<file path="src/rtl/bcd_disp_pkg.sv">
// Shared constants for the two-digit BCD display path: raw segment
// patterns in {g,f,e,d,c,b,a} order (1 = segment lit) and scan slot ids.
package bcd_disp_pkg;

    localparam logic [6:0] SEG_0    = 7'b0111111;
    localparam logic [6:0] SEG_1    = 7'b0000110;
    localparam logic [6:0] SEG_2    = 7'b1011011;
    localparam logic [6:0] SEG_3    = 7'b1001111;
    localparam logic [6:0] SEG_4    = 7'b1100110;
    localparam logic [6:0] SEG_5    = 7'b1101101;
    localparam logic [6:0] SEG_6    = 7'b1111101;
    localparam logic [6:0] SEG_7    = 7'b0000111;
    localparam logic [6:0] SEG_8    = 7'b1111111;
    localparam logic [6:0] SEG_9    = 7'b1101111;
    localparam logic [6:0] SEG_DASH = 7'b1000000;
    localparam logic [6:0] SEG_OFF  = 7'b0000000;

    // Which digit the scan is currently driving.
    typedef enum logic {
        SLOT_ONES = 1'b0,
        SLOT_TENS = 1'b1
    } slot_e;

endpackage

</file>
<file path="src/rtl/bcd_to_seg7.sv">
// Combinational BCD to 7-segment decoder. Codes 10..15 are not valid BCD
// and are shown as a dash (segment g only) so a bad count is visible.
module bcd_to_seg7
    import bcd_disp_pkg::*;
(
    input  logic [3:0] bcd,
    output logic [6:0] seg
);

    // Map each BCD code to its raw (active-high) segment pattern.
    always_comb begin
        seg = SEG_DASH;
        case (bcd)
            4'd0:    seg = SEG_0;
            4'd1:    seg = SEG_1;
            4'd2:    seg = SEG_2;
            4'd3:    seg = SEG_3;
            4'd4:    seg = SEG_4;
            4'd5:    seg = SEG_5;
            4'd6:    seg = SEG_6;
            4'd7:    seg = SEG_7;
            4'd8:    seg = SEG_8;
            4'd9:    seg = SEG_9;
            default: seg = SEG_DASH;
        endcase
    end

endmodule

</file>
<file path="src/rtl/bcd2_seg_scanner.sv">
// Two-digit multiplexed 7-segment driver. A prescaler splits each frame
// into a ones slot and a tens slot of REFRESH_DIV cycles each. Digits are
// snapshotted only at frame end so a frame never mixes old and new values.
// Each slot opens with DEAD_CYCLES of all-anodes-off to stop ghosting while
// the shared segment bus changes. Pins are registered (1 cycle latency)
// and polarity is applied at that register.
module bcd2_seg_scanner
    import bcd_disp_pkg::*;
#(
    parameter int REFRESH_DIV    = 50000,
    parameter int DEAD_CYCLES    = 2,
    parameter bit SEG_ACTIVE_LOW = 1'b1,
    parameter bit AN_ACTIVE_LOW  = 1'b1
) (
    input  logic       clk,
    input  logic       rst,
    input  logic [3:0] d1,
    input  logic [3:0] d0,
    input  logic       blank_lz,
    output logic [6:0] seg,
    output logic [1:0] an,
    output logic       frame_start
);

    localparam int CNT_W = (REFRESH_DIV > 1) ? $clog2(REFRESH_DIV) : 1;
    localparam logic [CNT_W-1:0] CNT_LAST = CNT_W'(REFRESH_DIV - 1);

    // XOR masks: an all-ones mask inverts the raw active-high value.
    localparam logic [6:0] SEG_POL = {7{SEG_ACTIVE_LOW}};
    localparam logic [1:0] AN_POL  = {2{AN_ACTIVE_LOW}};

    logic [CNT_W-1:0] cnt;
    slot_e            slot;
    logic [3:0]       s1;
    logic [3:0]       s0;

    logic             in_dead;
    logic [1:0]       an_int;
    logic [3:0]       digit;
    logic [6:0]       seg_dec;
    logic [6:0]       seg_int;

    // Dead window at the head of each slot; a zero length removes it.
    if (DEAD_CYCLES > 0) begin : g_dead
        localparam logic [CNT_W-1:0] DEAD_LIM = CNT_W'(DEAD_CYCLES);
        assign in_dead = (cnt < DEAD_LIM);
    end else begin : g_no_dead
        assign in_dead = 1'b0;
    end

    // Prescaler, slot toggle and frame-end snapshot of the incoming digits.
    always_ff @(posedge clk) begin
        if (rst) begin
            cnt         <= '0;
            slot        <= SLOT_ONES;
            s1          <= 4'd0;
            s0          <= 4'd0;
            frame_start <= 1'b0;
        end else begin
            frame_start <= 1'b0;
            if (cnt == CNT_LAST) begin
                cnt  <= '0;
                slot <= (slot == SLOT_ONES) ? SLOT_TENS : SLOT_ONES;
                if (slot == SLOT_TENS) begin
                    s1          <= d1;
                    s0          <= d0;
                    frame_start <= 1'b1;
                end
            end else begin
                cnt <= cnt + 1'b1;
            end
        end
    end

    // Raw anode choice; blank_lz is used live so it takes effect mid-frame.
    always_comb begin
        an_int = 2'b00;
        if (!in_dead) begin
            if (slot == SLOT_ONES) begin
                an_int = 2'b01;
            end else if (!(blank_lz && (s1 == 4'd0))) begin
                an_int = 2'b10;
            end
        end
    end

    assign digit = (slot == SLOT_TENS) ? s1 : s0;

    bcd_to_seg7 u_dec (
        .bcd (digit),
        .seg (seg_dec)
    );

    // Segments go dark whenever no anode is lit so nothing leaks into the gap.
    always_comb begin
        seg_int = seg_dec;
        if (an_int == 2'b00) begin
            seg_int = SEG_OFF;
        end
    end

    // Pin register with polarity applied.
    always_ff @(posedge clk) begin
        if (rst) begin
            an  <= AN_POL;
            seg <= SEG_OFF ^ SEG_POL;
        end else begin
            an  <= an_int ^ AN_POL;
            seg <= seg_int ^ SEG_POL;
        end
    end

endmodule
</file>
<file path="config.mk">
export PLATFORM = sky130hd
export DESIGN_NAME = bcd2_seg_scanner
export DESIGN_NICKNAME = d
export VERILOG_FILES = /design/src/rtl/bcd_disp_pkg.sv /design/src/rtl/bcd_to_seg7.sv /design/src/rtl/bcd2_seg_scanner.sv
export SDC_FILE = /design/constraint.sdc
export NUM_CORES = 1
export LEC_CHECK = 0
export ABC_CLOCK_PERIOD_IN_PS = 4700
export CAP_MARGIN = 20
export CORE_MARGIN = 4
export CORE_UTILIZATION = 40
export CTS_BUF_LIST = sky130_fd_sc_hd__clkbuf_16
export CTS_CLUSTER_SIZE = 24
export DETAILED_ROUTE_END_ITERATION = 6
export MAX_ROUTING_LAYER = met4
export PLACE_DENSITY = 0.73
export SYNTH_ARGS = -nofsm -noshare
export SYNTH_HDL_FRONTEND = slang
export SYNTH_HIERARCHICAL = 1
export SYNTH_SLANG_ARGS = --single-unit
</file>
<file path="constraint.sdc">
create_clock -name clk -period 4.7 [get_ports clk]
set_clock_uncertainty 0.15 [all_clocks]
set_input_delay 0.94 -clock clk [delete_from_list [all_inputs] [get_ports clk]]
set_output_delay 0.94 -clock clk [all_outputs]
set_load 0.05 [all_outputs]
</file>
Yosys cells after proc, flatten, opt, wreduce, memory -nomap -nowiden
Memories as Yosys holds them, arrays and structs flattened.
Index checks and enable logic that the tools add are counted.
Widths: inputs -> output; s select.
Storage, ports and cells
  flip-flop bits (word level): 35
  memory bits (read-only): 112
  input bits: 11
  output and inout bits: 10
  word-level logic and storage cells: 27
  memories: 1
Cells by class
  add/subtract/negate cells: 1
  $lt $le $gt $ge: 1
  equality and inequality tests: 1
  multiplexer cells: 7
  bitwise operators: 3
  reduce and logical (&&, ||, !) cells: 6
Memories
  (name not given): depth 16, width 7, rd ports 1, clocked after Yosys merged registers in 0, write ports 0, line bcd_to_seg7.sv:13  | case (bcd)
Operators by type and width (count)
  $add 16x1->16 const B: 1
  $eq 16x16->1 const B: 1
  $lt 16x2->1 const B: 1
  $mux 7: 1
  $not 7->7: 1
  $mux 2: 3
  $logic_not 4->1: 1
  $mux 4: 1
  $reduce_or 2->1: 2
  $logic_not 2->1: 1
  $mux 1: 2
  $not 2->2: 1
  $reduce_and 2->1: 1
  $logic_and 1x1->1: 1
  $not 1->1: 1

Longest topological paths before layout
Gate-level depths: netlist of the first run.
  depth after elaboration: 8
  mapped depth: 7
  depth with buffers taken out: 6

By module
The synthesis of the first run kept the hierarchy.
By module, submodules not included
  bcd2_seg_scanner: times used 1, cells each 139, area an instance 1356.3 µm², sequential area each 700.7 µm²
  bcd_to_seg7: times used 1, cells each 29, area an instance 225.2 µm², sequential area each 0.0 µm²

Worst setup path after synthesis of the first run
OpenSTA, ideal clock, no wires.
  path kind: register to register
  start point: register slot
  end point: register seg[3]
  library setup time: 0.121 ns
  data arrival time: 1.563 ns
  data required time: 4.429 ns
  setup slack: 2.866 ns
  cell stages (with the launch flop): 7
  buffers on the path: 1
  clock period less this slack: 1.834 ns
  cell sequence: dfxtp_1 -> clkbuf_1 -> mux2_2 -> ha_1 -> mux2_4 -> o22ai_1 -> nand2_1
On the way
  elaborated cells on any way between the ends: 7
  those cells by class: mux (4); bitwise (1); reduce/logical (1); memory (1)
RTL lines
  start: declaration: line bcd2_seg_scanner.sv:33  | slot_e slot;
  start signal: assignment: line bcd2_seg_scanner.sv:63  | slot <= (slot == SLOT_ONES) ? SLOT_TENS : SLOT_ONES;
  $mux 4: line bcd2_seg_scanner.sv:87  | assign digit = (slot == SLOT_TENS) ? s1 : s0;
  net digit[0]: line bcd2_seg_scanner.sv:39  | logic [3:0] digit;
  $mem_v2 16x7
  net seg_dec[3]: line bcd2_seg_scanner.sv:40  | logic [6:0] seg_dec;
  $mux 7: line bcd2_seg_scanner.sv:97  | if (an_int == 2'b00) begin
  $not 7->7 (no source line)
  end signal: assignment: line bcd2_seg_scanner.sv:106  | seg <= SEG_OFF ^ SEG_POL;
  end signal: assignment: line bcd2_seg_scanner.sv:109  | seg <= seg_int ^ SEG_POL;
  end: declaration: line bcd2_seg_scanner.sv:20  | output logic [6:0] seg,
The timed path passes the listed nets, and every way through them passes these cells.
A chain may end at the register's enable or synchronous reset.

Worst setup path after layout of the first run
  start point: register an[1]
  end point: output port an[1]
RTL lines
  start: declaration: line bcd2_seg_scanner.sv:21  | output logic [1:0] an,
  start signal: assignment: line bcd2_seg_scanner.sv:108  | an <= an_int ^ AN_POL;
No word-level cell between the ends.

==> metrics.yaml, run 1 <==
floorplanning:
  floorplan.die.height_um: 70.9
  die-width_um: 70.9
  total_i_o_pin_count: 21
  core.rowCount: 22
  die-area_sq_um: 5020
  placeableCoreArea_sq_um: 3740
  initial_utilization_pct: 42.2
sta:
  final_max_slew_viol_count: 0
  report.final.hold_viol_count: 0
  fin_setup_tns_ns: 0
  clock.fmax_mhz: 406
  rsz_0062_raised_after_global_routing: "false"
  fraction_of_the_cycle_the_final_worst_path_needs_pct: 52.5
  timing.slew.headroom_pct: 51.9
  timing.final.setup_violations: 0
  whs_ns: 0.322
  finalCriticalPeriod_ns: 2.47
  worst_slew_pin_slew_ns: 0.712
yosys:
  synthTopCellsByArea: "sky130_fd_sc_hd__dfxtp_1 (44%), sky130_fd_sc_hd__xnor2_1 (6.6%), sky130_fd_sc_hd__ha_1 (5.5%)"
  synth-seq-area-share_pct: 44.3
  syn-num-nets: 186
  ys_types: 35
  post_synthesis_cells: 168
  count_of_state_elements_after_synthesis: 35
  synthesis.yosys.warnings: 6
  synth.largest_area_cell: "sky130_fd_sc_hd__dfxtp_1"
  syn-cell-area_sq_um: 1580
  post_synth.cell_area_avg_sq_um: 9.41
  synth_top_cell_area_share_pct: 44.3
cells_and_area:
  n_antenna_cell: 0
  multiInputGateArea_sq_um: 808
  layout-drive-gt1-share_pct: 8.47
  areaGrowthSynthToFinish_pct: 22.2
  nets: 207
  ff_latch_area_sq_um: 701
  layout.core_utilization_pct: 51.6
  design_area_sq_um: 1930
  number_of_filler_cells_placed_in_the_layout: 347
flow_run:
  timing.max_cap.violations: 0
critical_path:
  critPathMaxFanout: 1
  crit_chain: "clkdlybuf4s50_1"
  max_stage_delay_ns: 0.80
  worstPathBufferInverterCount: 1
  path_class: "register to output port"
  cpMaxStageDelayCell: "sky130_fd_sc_hd__clkdlybuf4s50_1"
  cp-start-kind: "register"
  crit_required_ns: 3.61
  crit_family: "buffers and inverters"
  rrSetupSlack_ns: 2.54
  critPathCaptureType: "output port"
  critPathArrivalTime_ns: 1.38
run_status:
  status: "finished, final reports clean"
grt:
  globalRoute.totalOverflow: 0
  grt_pass1_wl_um: 4870
  first_global_vias: 1064
  global_route_total_usage_across_every_layer_pct: 12.9
  antenna_found_initial: 0
  largest_net_degree_at_the_start_of_global_routing: 16
clock_tree:
  cts.clk_slew.worst_paths_ns: 0.05
  cts_buffers: 5
  ctsHtreeMaxLevel: 2
  cts_sinks: 35
  holdBufCountCts: 0
  postCtsResizedCells: 0
  clock_insertion_delay_worst_skew_ns: 0.27
  post_cts_buffers: 0
  clock-root-buffer: "sky130_fd_sc_hd__clkbuf_16"
  clockBufferDepth: 2
  tritoncts: "built"
drt:
  routed_via_density: 5.00
  avgRoutedWirePerCell_um: 12.4
  detail_route.wirelength_um: 2930
  wl_met2_um: 1280
  sum_of_met3_wire_segment_lengths_after_detailed_routing_um: 113
  initialDrtViolationCount: 38
  remaining_drc_errors: 0
  postRouteAntennaNets: 0
  routed.top_layer: "met4"
  route.layer.met1.wl_um: 1490
  number_of_iterations_in_the_first_detailed_routing_pass: 4
  routed-via-count: 1185
power:
  worst_ir_drop_vdd_mv: 0.258
  power_density_nw_per_um2: 343
  static-leakage-power_nw: 0.696
  power_mw: 0.664
place:
  post_dp_cell_area_sq_um: 1800
  detailed_place_hpwl_um: 2080
  place.gp.congestion: 0.806
  port_buffers: 20
min_path:
  hold_path.class: "register to register"
-- metrics by stage --
stage	cells	setup slack [ns]
3_5_place_dp	230	2.22
3_3_place_gp	230	2.27
4_1_cts	237	2.22
2_1_floorplan	168	2.87
5_1_grt	237	2.18
6_report	237	2.23
-- logic make-up (layout without fill, tap and decap cells) --
logic type | Yosys count | count (layout) | synth area share, %
AO/OA/AOI/OAI | 21 | 21 | 10.4
multiplexers | 5 | 5 | 3.80
XOR/XNOR | 14 | 14 | 7.75
AND/OR/NAND/NOR | 72 | 72 | 23.7
flip-flops | 35 | 35 | 44.3
adder cells (fa/ha/maj) | 7 | 7 | 5.54
buffers and inverters | 14 | 35 | 4.59
-- state kept, by name (all words and copies together), names as in the netlist --
register,flops
s1,4
cnt,16
slot,1
seg,7
an,2
s0,4
frame_start,1
-- cells in the mapped netlist --
library cell / count
sky130_fd_sc_hd__dfxtp_1: 35
sky130_fd_sc_hd__nor2_1: 21
sky130_fd_sc_hd__nand2_1: 14
sky130_fd_sc_hd__xnor2_1: 12
sky130_fd_sc_hd__a22o_1: 8
sky130_fd_sc_hd__inv_1: 8
sky130_fd_sc_hd__nand3_1: 8
sky130_fd_sc_hd__nor4_1: 8
sky130_fd_sc_hd__ha_1: 7
sky130_fd_sc_hd__nor3_1: 5
sky130_fd_sc_hd__mux2_2: 4
sky130_fd_sc_hd__nand4_1: 4
sky130_fd_sc_hd__nand2b_1: 3
sky130_fd_sc_hd__o21ai_0: 3
sky130_fd_sc_hd__o22ai_1: 3
sky130_fd_sc_hd__a21o_1: 2
sky130_fd_sc_hd__a41oi_1: 2
sky130_fd_sc_hd__buf_6: 2
sky130_fd_sc_hd__clkbuf_1: 2
sky130_fd_sc_hd__xor2_1: 2
sky130_fd_sc_hd__a22oi_1: 1
sky130_fd_sc_hd__and2_1: 1
sky130_fd_sc_hd__and2b_1: 1
sky130_fd_sc_hd__buf_2: 1
sky130_fd_sc_hd__buf_4: 1
sky130_fd_sc_hd__mux2_4: 1
sky130_fd_sc_hd__nand3_2: 1
sky130_fd_sc_hd__nor2b_1: 1
sky130_fd_sc_hd__nor3_4: 1
sky130_fd_sc_hd__nor4_2: 1
sky130_fd_sc_hd__o21bai_2: 1
sky130_fd_sc_hd__o31a_1: 1
sky130_fd_sc_hd__or2_1: 1
sky130_fd_sc_hd__or3_4: 1
sky130_fd_sc_hd__or4_1: 1
-- report_power, final --
part	leakage, nW	switching [mW]	internal, mW
sequential	0.284	0.00424	0.305
clock	0.0671	0.110	0.190
combinational	0.345	0.0330	0.0214
total	0.696	0.147	0.516
-- metal layers --
metal  vias up  GRT usage, %
li1        635             -
met1       529          16.7
met2        17          17.9
met3         4          5.54
met4         0          4.38
met5         -             -
-- path summary, 6_finish.rpt --
kind | from | endpoint | cells past startpoint
setup / recovery | an[1]$_SDFF_PP1_ | an[1] | 1
hold reg to reg | s0[0]$_SDFFE_PP0P_ | s0[0]$_SDFFE_PP0P_ | 1
hold / removal | s0[0]$_SDFFE_PP0P_ | s0[0]$_SDFFE_PP0P_ | 1
setup reg to reg | cnt[1]$_SDFF_PP0_ | cnt[15]$_SDFF_PP0_ | 5
-- final cells by class --
cell class	count	area share, %
inverter	8	1.55
tap	48	3.11
clock buffer	5	6.47
timing repair buffer	20	10.4
clock inverter	2	0.453
multi-input combinational	119	41.8
sequential	35	36.2
-- placed cells by master (no fill, tap or decap), types with 7 or more instances in the layout --
| master | netlist | final |
|---|---|---|
| sky130_fd_sc_hd__dfxtp_1 | 35 | 35 |
| sky130_fd_sc_hd__nand2_1 | 14 | 14 |
| sky130_fd_sc_hd__xnor2_1 | 12 | 12 |
| sky130_fd_sc_hd__nand3_1 | 8 | 8 |
| sky130_fd_sc_hd__nor4_1 | 8 | 8 |
| sky130_fd_sc_hd__inv_1 | 8 | 8 |
| sky130_fd_sc_hd__a22o_1 | 8 | 8 |
| sky130_fd_sc_hd__ha_1 | 7 | 7 |
| sky130_fd_sc_hd__clkdlybuf4s50_1 | 0 | 20 |
| sky130_fd_sc_hd__nor2_1 | 21 | 21 |
No activity file was read; power rests on OpenSTA's default activity.
==> run 2, diff against run 1 <==
--- a/config.mk
+++ b/config.mk
@@ -5,7 +5,7 @@
 export SDC_FILE = /design/constraint.sdc
 export NUM_CORES = 1
 export LEC_CHECK = 0
-export ABC_CLOCK_PERIOD_IN_PS = 4700
+export ABC_CLOCK_PERIOD_IN_PS = 2500
 export CAP_MARGIN = 20
 export CORE_MARGIN = 4
 export CORE_UTILIZATION = 40
==> constraint.sdc (replaced) <==
create_clock -name clk -period 2.5 [get_ports clk]
set_clock_uncertainty 0.15 [all_clocks]
set_input_delay 0.5 -clock clk [delete_from_list [all_inputs] [get_ports clk]]
set_output_delay 0.5 -clock clk [all_outputs]
set_load 0.05 [all_outputs]
==> run 2 against run 1 <==
Compared with the run above: utilization rose by 0.27 points; sequential cell count unchanged; wire length rose by 5.6%; critical endpoint is now seg[0]; highest routed layer unchanged.
==> metrics.yaml, run 2 (synthesized netlist as in run 1, its figures left out) <==
place:
  port_buffers: 20  # unchanged
  place.detailed.instances: 232  # +0.87%
  place.gp.congestion: 0.826  # +2.5%
  detailed_place_hpwl_um: 2290  # +10%
cells_and_area:
  n_antenna_cell: 0  # unchanged
  layout.core_utilization_pct: 51.9  # +0.27 points
  largest_register_ff_count: 16  # unchanged
  layout-drive-gt1-share_pct: 8.95  # +0.48 points
  final_cell_mix: "sky130_fd_sc_hd__dfxtp_1 (35), sky130_fd_sc_hd__nor2_1 (21), sky130_fd_sc_hd__clkdlybuf4s50_1 (20)"
  areaGrowthSynthToFinish_pct: 22.9
  reg_with_most_ffs: "cnt"
  nets: 209  # +0.97%
  final_cells: 238  # +0.42%
  leading_registers_by_flop_count: "cnt: 16 flops, seg: 7 flops"
  layout_commonest_cell: "sky130_fd_sc_hd__dfxtp_1"
sta:
  whs_ns: 0.330  # +0.00742 ns
  fin_setup_tns_ns: 0  # unchanged
  timing.slew.headroom_pct: 66.3  # +14 points
  fraction_of_the_cycle_the_final_worst_path_needs_pct: 81.5
  final_max_slew_viol_count: 0  # unchanged
  worst_slew_pin_slew_ns: 0.504  # -0.208 ns
  clock.fmax_mhz: 491
  timing.final.setup_violations: 0  # unchanged
  rsz_0062_raised_after_global_routing: "false"
  report.final.hold_viol_count: 0  # unchanged
  finalCriticalPeriod_ns: 2.04
drt:
  detail_route.wirelength_um: 3100  # +5.6%
  remaining_drc_errors: 0  # unchanged
  routed_via_density: 5.16  # +3.1%
  number_of_iterations_in_the_first_detailed_routing_pass: 4  # unchanged
  postRouteAntennaNets: 0  # unchanged
  initialDrtViolationCount: 49  # +29%
  routed-via-count: 1227  # +3.5%
  avgRoutedWirePerCell_um: 13.0  # +5.2%
clock_tree:
  clockBufferDepth: 2  # unchanged
  cts.clk_slew.worst_paths_ns: 0.05  # about the same
  holdBufCountCts: 0  # unchanged
  cts_sinks: 35  # unchanged
  clock_insertion_delay_worst_skew_ns: 0.28  # about the same
  clock-root-buffer: "sky130_fd_sc_hd__clkbuf_16"
  ctsHtreeMaxLevel: 2  # unchanged
  post_cts_buffers: 0  # unchanged
  cts_buffers: 5  # unchanged
  tritoncts: "built"
  postCtsResizedCells: 0  # unchanged
power:
  power_frac_comb_pct: 8.4  # +0.2 points
  power.internal_mw: 0.968  # +88%
  power_density_nw_per_um2: 637  # +86%
  worst_ir_drop_vdd_mv: 0.399  # +55%
  power.net_switching_mw: 0.270  # +83%
  clockPowerShare_pct: 44.6  # -0.6 points
  power_frac_seq_pct: 47.0  # +0.4 points
  power_mw: 1.24  # +87%
  power.switching_fraction_pct: 21.8  # -0.40 points
  static-leakage-power_nw: 0.706  # +1.4%
critical_path:
  critPathMaxFanout: 1  # unchanged
  worstReg2RegStart: "cnt[1]$_SDFF_PP0_"
  max_stage_delay_ns: 0.80  # about the same
  critPathCaptureType: "output port"
  worstPathBufferInverterCount: 1  # unchanged
  crit_required_ns: 1.85  # -1.76 ns
  critPathArrivalTime_ns: 1.39  # about the same
  cp-start-kind: "register"
  setup.worst_path.start: "seg[0]$_SDFF_PP1_"
  crit_chain: "clkdlybuf4s50_1"
  cpMaxStageDelayCell: "sky130_fd_sc_hd__clkdlybuf4s50_1"
  path_class: "register to output port"
  crit_family: "buffers and inverters"
floorplanning:
  placeableCoreArea_sq_um: 3740  # unchanged
  floorplan.die.height_um: 70.9  # unchanged
  die-area_sq_um: 5020  # unchanged
  die-width_um: 70.9  # unchanged
  core.rowCount: 22  # unchanged
  total_i_o_pin_count: 21  # unchanged
  initial_utilization_pct: 42.2  # unchanged
min_path:
  worst_hold_startpoint: "s0[0]$_SDFFE_PP0P_"
  hold_path.class: "register to register"
grt:
  globalRoute.totalOverflow: 0  # unchanged
  global_route_total_usage_across_every_layer_pct: 13.8  # +0.88 points
  first_global_vias: 1161  # +9.1%
  largest_net_degree_at_the_start_of_global_routing: 12  # -4
  grt_pass1_wl_um: 5230  # +7.4%
  antenna_found_initial: 0  # unchanged
run_status:
  status: "finished, final reports clean"
flow_run:
  timing.max_cap.violations: 0  # unchanged
run 2: metal layers:
layer / GRT usage [%] / wire length [um] / vias up
li1: - / - / 631
met1: 17.1 / 1490 / 555
met2: 19.8 / 1400 / 32
met3: 5.97 / 147 / 9
met4: 5.01 / 62 / 0
met5: - / 0 / -
run 2: layout make-up:
| cell class | instances | area, sq um |
|---|---|---|
| Fill cell | 348 | 1800 |
| Multi-Input combinational cell | 119 | 808 |
| Sequential cell | 35 | 701 |
| Timing Repair Buffer | 22 | 215 |
| Clock buffer | 5 | 125 |
| Tap cell | 48 | 60.1 |
| Inverter | 8 | 30.0 |
| Clock inverter | 1 | 3.75 |
run 2: final timing paths:
kind	endpoint	slack (ns)	cells past startpoint
setup / recovery	seg[0]	0.46	1
hold / removal	s0[0]$_SDFFE_PP0P_	0.33	1
setup reg to reg	cnt[8]$_SDFF_PP0_	0.49	6
hold reg to reg	s0[0]$_SDFFE_PP0P_	0.33	1
run 2: through the flow:
stage,setup WS [ns],area [sq um]
final,0.464,1940
after floorplan,0.666,1580
after global placement,0.507,1810
after CTS,0.451,1940
after global routing,0.358,1940
after detailed placement,0.508,1810
run 2: power groups by stage:
stage | Sequential (mW) | Clock [mW] | Combinational (mW)
floorplan | 0.629 | 0 | 0.0240
global placement | 0.592 | 0 | 0.105
detailed placement | 0.593 | 0 | 0.106
CTS | 0.582 | 0.569 | 0.106
global route | 0.583 | 0.599 | 0.110
finish | 0.582 | 0.552 | 0.105
